$ cat config.mk
export PLATFORM = sky130hd
export DESIGN_NAME = red_split_seq
export DESIGN_NICKNAME = d
export VERILOG_FILES = /design/src/rtl/alu_pkg.sv /design/src/rtl/cla4.sv /design/src/rtl/sat_clamp8.sv /design/src/rtl/red_split_seq.sv
export SDC_FILE = /design/constraint.sdc
export NUM_CORES = 1
export LEC_CHECK = 0
export CORE_MARGIN = 2
export CORE_UTILIZATION = 35
export CTS_BUF_LIST = sky130_fd_sc_hd__clkbuf_8
export DETAILED_ROUTE_END_ITERATION = 10
export GPL_ROUTABILITY_DRIVEN = 0
export HOLD_SLACK_MARGIN = 0.1
export SLEW_MARGIN = 10
export SYNTH_ARGS = -nofsm -noshare
export SYNTH_HDL_FRONTEND = slang
export SYNTH_SLANG_ARGS = --single-unit
$ cat constraint.sdc
create_clock -name clk -period 4 [get_ports clk]
set_clock_uncertainty 0.2 [all_clocks]
set_input_delay 0.8 -clock clk [delete_from_list [all_inputs] [get_ports clk]]
set_output_delay 0.8 -clock clk [all_outputs]
set_load 0.03 [all_outputs]
$ cat src/rtl/alu_pkg.sv
// Shared ALU definitions: RED operand ranges, lane limits and the split FSM states.
package alu_pkg;

    typedef logic signed [15:0] sum_t;
    typedef logic signed [7:0]  lane_t;

    localparam sum_t RED_MIN  = -16'sd512;
    localparam sum_t RED_MAX  =  16'sd508;
    localparam sum_t LANE_MIN = -16'sd128;
    localparam sum_t LANE_MAX =  16'sd127;

    typedef enum logic [1:0] {
        IDLE,
        SPLIT,
        DONE
    } state_e;

endpackage

$ cat src/rtl/cla4.sv
// 4-bit carry-lookahead adder slice; chained to build wider adders.
module cla4 (
    input  logic [3:0] a,
    input  logic [3:0] b,
    input  logic       ci,
    output logic [3:0] s,
    output logic       co
);

    logic [3:0] g;
    logic [3:0] p;
    logic [4:0] c;

    assign g = a & b;
    assign p = a ^ b;

    assign c[0] = ci;
    assign c[1] = g[0] | (p[0] & c[0]);
    assign c[2] = g[1] | (p[1] & g[0]) | (p[1] & p[0] & c[0]);
    assign c[3] = g[2] | (p[2] & g[1]) | (p[2] & p[1] & g[0]) | (p[2] & p[1] & p[0] & c[0]);
    assign c[4] = g[3] | (p[3] & g[2]) | (p[3] & p[2] & g[1]) | (p[3] & p[2] & p[1] & g[0])
                | (p[3] & p[2] & p[1] & p[0] & c[0]);

    assign s  = p ^ c[3:0];
    assign co = c[4];

endmodule

$ cat src/rtl/sat_clamp8.sv
// Combinational signed clamp of a 16-bit value into one 8-bit lane.
module sat_clamp8
    import alu_pkg::*;
(
    input  sum_t  val,
    output lane_t lane,
    output sum_t  lane_ext
);

    // lane_ext is the clamped amount at full width, ready to subtract from val
    always_comb begin
        if (val > LANE_MAX) begin
            lane_ext = LANE_MAX;
        end else if (val < LANE_MIN) begin
            lane_ext = LANE_MIN;
        end else begin
            lane_ext = val;
        end
    end

    assign lane = lane_ext[7:0];

endmodule

$ cat src/rtl/red_split_seq.sv
// Splits a signed target into four signed byte lanes whose sum equals it, one lane per cycle.
module red_split_seq
    import alu_pkg::*;
#(
    parameter int LANE_W    = 8,
    parameter int NUM_LANES = 4
) (
    input  logic               clk,
    input  logic               rst,
    input  logic               in_valid,
    output logic               in_ready,
    input  logic signed [15:0] target,
    output logic               out_valid,
    input  logic               out_ready,
    output logic [15:0]        A,
    output logic [15:0]        B,
    output logic               err
);

    localparam int IDX_W = $clog2(NUM_LANES);
    localparam int SUM_W = 16;
    localparam int NIB   = SUM_W / 4;

    state_e state_q;
    state_e state_d;

    logic signed [SUM_W-1:0]  remaining_q;
    logic [IDX_W-1:0]         idx_q;
    logic signed [LANE_W-1:0] lane_q [NUM_LANES];
    logic                     err_q;

    logic  accept;
    logic  in_range;
    logic  last_lane;
    lane_t lane_val;
    sum_t  lane_ext;
    sum_t  remaining_d;

    logic [SUM_W-1:0] lane_inv;
    logic [SUM_W-1:0] diff;
    logic [NIB:0]     carry;
    logic             sub_ovf;

    assign accept    = in_valid & in_ready;
    assign in_range  = (target >= RED_MIN) && (target <= RED_MAX);
    assign last_lane = (idx_q == IDX_W'(NUM_LANES - 1));

    sat_clamp8 u_clamp (
        .val      (remaining_q),
        .lane     (lane_val),
        .lane_ext (lane_ext)
    );

    // remaining - lane_ext as remaining + ~lane_ext + 1 through the CLA chain
    assign lane_inv = ~lane_ext;
    assign carry[0] = 1'b1;

    for (genvar g = 0; g < NIB; g++) begin : g_cla
        cla4 u_cla (
            .a  (remaining_q[4*g +: 4]),
            .b  (lane_inv[4*g +: 4]),
            .ci (carry[g]),
            .s  (diff[4*g +: 4]),
            .co (carry[g+1])
        );
    end

    assign remaining_d = $signed(diff);
    assign sub_ovf     = remaining_q[SUM_W-1] ^ lane_inv[SUM_W-1] ^ carry[NIB] ^ diff[SUM_W-1];

    always_ff @(posedge clk) begin
        if (rst) begin
            state_q <= IDLE;
        end else begin
            state_q <= state_d;
        end
    end

    always_comb begin
        state_d = state_q;
        unique case (state_q)
            IDLE:    if (accept)    state_d = in_range ? SPLIT : DONE;
            SPLIT:   if (last_lane) state_d = DONE;
            DONE:    if (out_ready) state_d = IDLE;
            default:                state_d = IDLE;
        endcase
    end

    always_comb begin
        in_ready  = (state_q == IDLE);
        out_valid = (state_q == DONE);
    end

    // Lanes clear on every accept so unwritten lanes always read as zero
    always_ff @(posedge clk) begin
        if (rst) begin
            remaining_q <= '0;
            idx_q       <= '0;
            err_q       <= 1'b0;
            for (int i = 0; i < NUM_LANES; i++) begin
                lane_q[i] <= '0;
            end
        end else if (accept) begin
            for (int i = 0; i < NUM_LANES; i++) begin
                lane_q[i] <= '0;
            end
            idx_q       <= '0;
            remaining_q <= in_range ? target : '0;
            err_q       <= ~in_range;
        end else if (state_q == SPLIT) begin
            lane_q[idx_q] <= lane_val;
            remaining_q   <= remaining_d;
            idx_q         <= idx_q + 1'b1;
        end
    end

    assign A   = {lane_q[3], lane_q[2]};
    assign B   = {lane_q[1], lane_q[0]};
    assign err = err_q;

    // Greedy clamping always drains an in-range target by the last lane
    a_no_residue: assert property (@(posedge clk) disable iff (rst)
        state_q == DONE |-> remaining_q == '0);

    a_no_overflow: assert property (@(posedge clk) disable iff (rst)
        state_q == SPLIT |-> !sub_ovf);

endmodule

==> metrics.txt, run 1 <==
initial DRC count=131; area delta synth->final=31.0%; Post-synth EDFFs=32; Final Net Count=423; Synth area leader=edfxtp_1; GR Util All Layers=0.169; Seq cells post-synth=53; Initial Util=0.363; Avg Vias per Cell=5.15; IO Count=55; Max stage delay on crit path=0.40 ns; worst hold path class=flip-flop to flip-flop; Critical Path End Type=flip-flop; top cells by area, synth=edfxtp_1 32%, dfxtp_1 14%, ha_1 8.8%; crit path time final=3.74 ns; Critical Path, Cell by Cell=nand4_1 -> nor2_1 -> nand4_1 -> ha_4 -> clkinvlp_4 -> a21oi_2 -> inv_1 -> ha_4 -> o21ai_4 -> a211oi_4 -> o21a_1 -> a21oi_1 -> nor2_1 -> nor2_1 -> fa_2 -> xnor2_1 -> a21oi_1 -> a211oi_1; clk_lat worst skew=0.31 ns; P_leak=1.51 nW; instance count on the critical path=18; FF-to-FF Start=remaining_q[15]; sequential share of the synthesized area=0.461; max-cap check violation count=0; Max Clk Rate=267 MHz; Slew @ Worst Pin=0.589 ns; maximum clock path buffer count=2; Worst VDD drop=228 uV; IO Port Bufs=54; fraction of layout cells with a size suffix above 1=0.161; syn_nets=354; Setup CP Type=flip-flop to flip-flop; asr flop ratio synth=0; Post-synth top flop=edfxtp_1; critical path startpoint category=flip-flop; die area=9320 um^2; WHS=0.312 ns; share of the synthesized area in the top cell type=0.321; crit share post-route=0.936; core outline area=8260 um^2; Setup crit end=remaining_q[13]; Mapped Area=3000 um^2; clock sink count=53; clock transition at the registers of the reported paths=0.11 ns; initial antenna violation count=0; critical-path maximum fanout=7; CP required=4.02 ns; vias in the first global route=2358; CTS tree=yes; path depth of the worst reg2reg path=18; Buf+Inv Stages, Crit Path=2; Routed Antenna Nets=0; Slowest-stage cell, CP=dfxtp_4; CP dominant cell by count=nor2_1; reg2reg setup slack=0.26 ns; crit-path leading delay family=compound AO/OA/AOI/OAI gates; H-tree depth=2; Die Span Y=96.5 um; GRT busiest layer=met2; Slew Limit Headroom=0.607; Synth Area per Inst=9.67 um^2; Site Rows=33; met3 usage=0.0240; reg-to-reg critical path endpoint=remaining_q[13]; largest net degree at the start of global routing=23; Die X=96.5 um; WL/cell=15.7 um; clock root cell=clkbuf_8; GR Util met1=0.217; Power, Total=1.62 mW; dpl hpwl=5.65 mm; yosys warns=0; final count of hold timing violations=0; # setup viols final=0; GRT Residual Overflow=0; Worst setup startpoint=remaining_q[15]; Post-CTS Hold Fix Bufs=0; fin. max-slew vios=0; drt drc=0; unique cell type count in the Yosys netlist=48; WL final=7.64 mm; first-pass GRT wire length=11.8 mm; Syn Inst Count=310; Global Route met2 Usage=0.293; Critical Path AT=3.77 ns; 1st-pass router iterations=4; DR vias=2500; ANT cells=0; CTS Buf Count=5; status=finished, final reports clean; PwrDens=414 nW/um^2
## state kept, by name (all words and copies together) (netlist names)
name,flops
idx_q,2
err,1
lane_q,32
remaining_q,16
state_q,2
## power by group
group / total (mW) / switching [mW] / internal [mW] / leakage (nW)
Sequential: 0.649 / 0.0319 / 0.618 / 0.525
Combinational: 0.649 / 0.374 / 0.275 / 0.938
Clock: 0.326 / 0.195 / 0.131 / 0.0506
## repair_timing
item / CTS / global route
gates resized for setup: 0 / 16
setup endpoints to repair: 0 / 4
buffers inserted: 0 / 6
## cell type report
class,count,area (um^2)
Tap cell,105,131
Inverter,14,56.3
Sequential cell,53,1390
Clock inverter,3,28.8
Timing Repair Buffer,73,683
Clock buffer,5,68.8
Fill cell,782,4330
Multi-Input combinational cell,232,1560
## layout by cell type (no fill, tap or decap), drive strengths merged, types with 4 or more instances in the layout
cell           netlist  routed
a221oi               5       5
xnor2                6       6
nor2                62      62
clkdlybuf4s50        0      54
ha                  21      21
dfxtp               21      21
nand2               20      20
a211oi               7       7
o21ai               18      18
a21oi               33      33
edfxtp              32      32
nand4                6       6
clkbuf               5       5
nor2b                4       4
nor3                14      14
inv                 14      15
buf                  6      19
xor2                 5       5
## synth_stat cells, types with 2 or more instances
master    instances
nand3_1           3
a21oi_2           7
edfxtp_1         32
a221oi_1          4
clkbuf_1          5
a211oi_1          6
o211ai_1          2
inv_1            14
nand4_1           6
nor3_1           13
or3b_1            2
xor2_1            5
buf_2             4
nor2b_1           4
fa_1              3
ha_1             21
nand2b_1          3
o21ai_2           4
a31oi_1           2
xnor2_1           6
nand2_1          20
nor2_1           61
o21ai_0          13
a21oi_1          26
dfxtp_1          21
## tightest hold or removal path, stage by stage, from the launching register on
cell and delay (ns):
dfxtp_1 0.35, a21oi_1 0.06, nor2_1 0.07
## worst min path at each step
stage / from / end / slack, ns / cells past startpoint
after global placement: err / err / 0.28 / 2
after detailed placement: err / err / 0.29 / 2
after CTS: err / err / 0.31 / 2
after global routing: err / err / 0.34 / 2
final: err / err / 0.31 / 2
after floorplan: remaining_q[0] / remaining_q[0] / 0.29 / 2
## through the flow
step	setup TNS, ns	instances	worst slack, ns	utilization	instance area [um^2]
3_5_place_dp	0	471	0.131	0.450	3710
4_1_cts	0	479	0.102	0.461	3810
2_1_floorplan	0	310	0.395	-	3000
6_report	0	485	0.255	0.475	3930
5_1_grt	-0.0104	485	-0.0104	0.475	3930
3_3_place_gp	0	471	0.225	0.450	3710
## per-layer routing
| layer | up-vias | share of wire |
|---|---|---|
| met5 | - | 0 |
| met4 | 0 | 0.019 |
| met3 | 11 | 0.054 |
| met2 | 83 | 0.49 |
| met1 | 1153 | 0.44 |
| li1 | 1253 | - |
## logic make-up (layout without fill, tap and decap cells)
| logic type | after synthesis | count (layout) | share of synthesized area |
|---|---|---|---|
| flops | 53 | 53 | 0.461 |
| fa+ha+maj | 24 | 24 | 0.108 |
| simple gates | 122 | 122 | 0.190 |
| xor+xnor | 11 | 11 | 0.0321 |
| compound gates | 74 | 74 | 0.170 |
| mux | 1 | 1 | 0.00376 |
| buf+inv | 25 | 95 | 0.0355 |
(Power assumes the default switching activity.)
==> run 2, diff against run 1 <==
Settings changed: PLACE_DENSITY set to 0.54.
==> metrics.txt, run 2 (synthesis gave the netlist of run 1 again) <==
status=finished, final reports clean; fraction of layout cells with a size suffix above 1=0.155; Die Span Y=96.5 um; Final Net Count=423; initial antenna violation count=0; clk_lat worst skew=0.31 ns; most flop-heavy register=lane_q; highest routed metal layer=met4; H-tree depth=2; M1 wire length=3.56 mm; clock root cell=clkbuf_8; critical path startpoint category=flip-flop; met2 WL=3.53 mm; fin. max-slew vios=0; post-route design area=3910 um^2; maximum clock path buffer count=2; PwrDens=414 nW/um^2; critical-path maximum fanout=7; WL/cell=15.6 um; Critical Path, Cell by Cell=nand4_1 -> nor2_1 -> nand4_1 -> ha_4 -> clkinvlp_4 -> a21oi_2 -> ha_1 -> o21ai_4 -> a211oi_4 -> o21a_1 -> a21oi_1 -> nor2_1 -> nor2_1 -> fa_1 -> xnor2_1 -> a21oi_1 -> a211oi_1; drt drc=0; Routed Antenna Nets=0; Setup CP Type=flip-flop to flip-flop; Slowest-stage cell, CP=fa_1; IO Count=55; WL final=7.55 mm; worst hold path class=flip-flop to flip-flop; routed wl met3=389 um; # setup viols final=0; Avg Vias per Cell=5.12; clock sink count=53; core outline area=8260 um^2; Slew @ Worst Pin=0.559 ns; setup TNS=0 ns; ANT cells=0; initial DRC count=122; GR Util All Layers=0.167; Worst VDD drop=198 uV; most frequent cells in the layout=60 x nor2_1, 54 x clkdlybuf4s50_1, 32 x edfxtp_1, 26 x a21oi_1, 20 x nand2_1; Max Clk Rate=262 MHz; CTS tree=yes; Initial Util=0.363; max-cap check violation count=0; Post-CTS Hold Fix Bufs=0; DR vias=2484; Critical Path AT=3.85 ns; CP dominant cell by count=nor2_1; RSZ-0062 raised after global routing=true; final count of hold timing violations=0; first-pass GRT wire length=11.8 mm; WHS=0.306 ns; die area=9320 um^2; crit share post-route=0.953; Site Rows=33; commonest non-fill, non-tap cell in the layout=nor2_1; CTS Buf Count=5; Critical Path End Type=flip-flop; Max stage delay on crit path=0.39 ns; Die X=96.5 um; DP Area=3710 um^2; P_leak=1.51 nW; clock transition at the registers of the reported paths=0.11 ns; largest net degree at the start of global routing=23; Slew Limit Headroom=0.627; Regs by FF count=lane_q x32, remaining_q x16; max reg flops=32; GRT Residual Overflow=0; IO Port Bufs=54; area delta synth->final=30.6%; vias in the first global route=2356; 1st-pass router iterations=4; crit path time final=3.81 ns; dpl hpwl=5.70 mm; CP required=4.03 ns
## run 2: final timing paths
check	cells past startpoint	slack, ns	endpoint	from
hold / removal	2	0.31	err	err
hold reg to reg	2	0.31	err	err
setup reg to reg	17	0.19	remaining_q[13]	remaining_q[8]
setup / recovery	17	0.19	remaining_q[13]	remaining_q[8]
## run 2: repair_timing
item / in CTS / in global routing
buffers inserted: 0 / 6
setup endpoints to repair: 0 / 4
resized for setup: 0 / 14
endpoints found under the hold margin: 0 / 0
## run 2: worst max-delay path: cells and delay by family, from the launching register on
family | cells | cell delay (ns)
simple gates | 5 | 0.52
xor+xnor | 1 | 0.17
flops | 1 | 0.38
fa+ha+maj | 3 | 0.99
buf+inv | 1 | 0.19
compound gates | 7 | 1.28
## run 2: area by class of cell
cell class / count / area [um^2]
Sequential cell: 53 / 1390
Clock buffer: 5 / 68.8
Tap cell: 105 / 131
Clock inverter: 3 / 28.8
Multi-Input combinational cell: 232 / 1550
Fill cell: 800 / 4340
Inverter: 14 / 56.3
Timing Repair Buffer: 73 / 683
## run 2: stage by stage
| step | power [mW] | utilization | setup slack [ns] | std cells |
|---|---|---|---|---|
| floorplan | 1.07 | - | 0.395 | 310 |
| global placement | 1.26 | 0.450 | 0.0749 | 471 |
| detailed placement | 1.27 | 0.450 | 0.0444 | 471 |
| CTS | 1.60 | 0.461 | 0.00357 | 479 |
| global route | 1.72 | 0.474 | -0.106 | 485 |
| finish | 1.62 | 0.474 | 0.186 | 485 |
## run 2: report_power, final
part           switching [mW]  internal [mW]  total [mW]
Sequential             0.0289          0.617       0.646
Combinational           0.371          0.274       0.645
Clock                   0.199          0.131       0.330
## run 2: per-layer routing
layer / GRT usage / up-vias
li1: - / 1250
met5: 0 / -
met3: 0.0295 / 6
met2: 0.283 / 61
met1: 0.224 / 1167
met4: 0.0376 / 0
==> run 3, diff against run 2 <==
Settings changed: CTS_CLUSTER_SIZE set to 24.
==> results of run 3 <==
The final DEF is identical to that of run 2; final timing and power are the same.
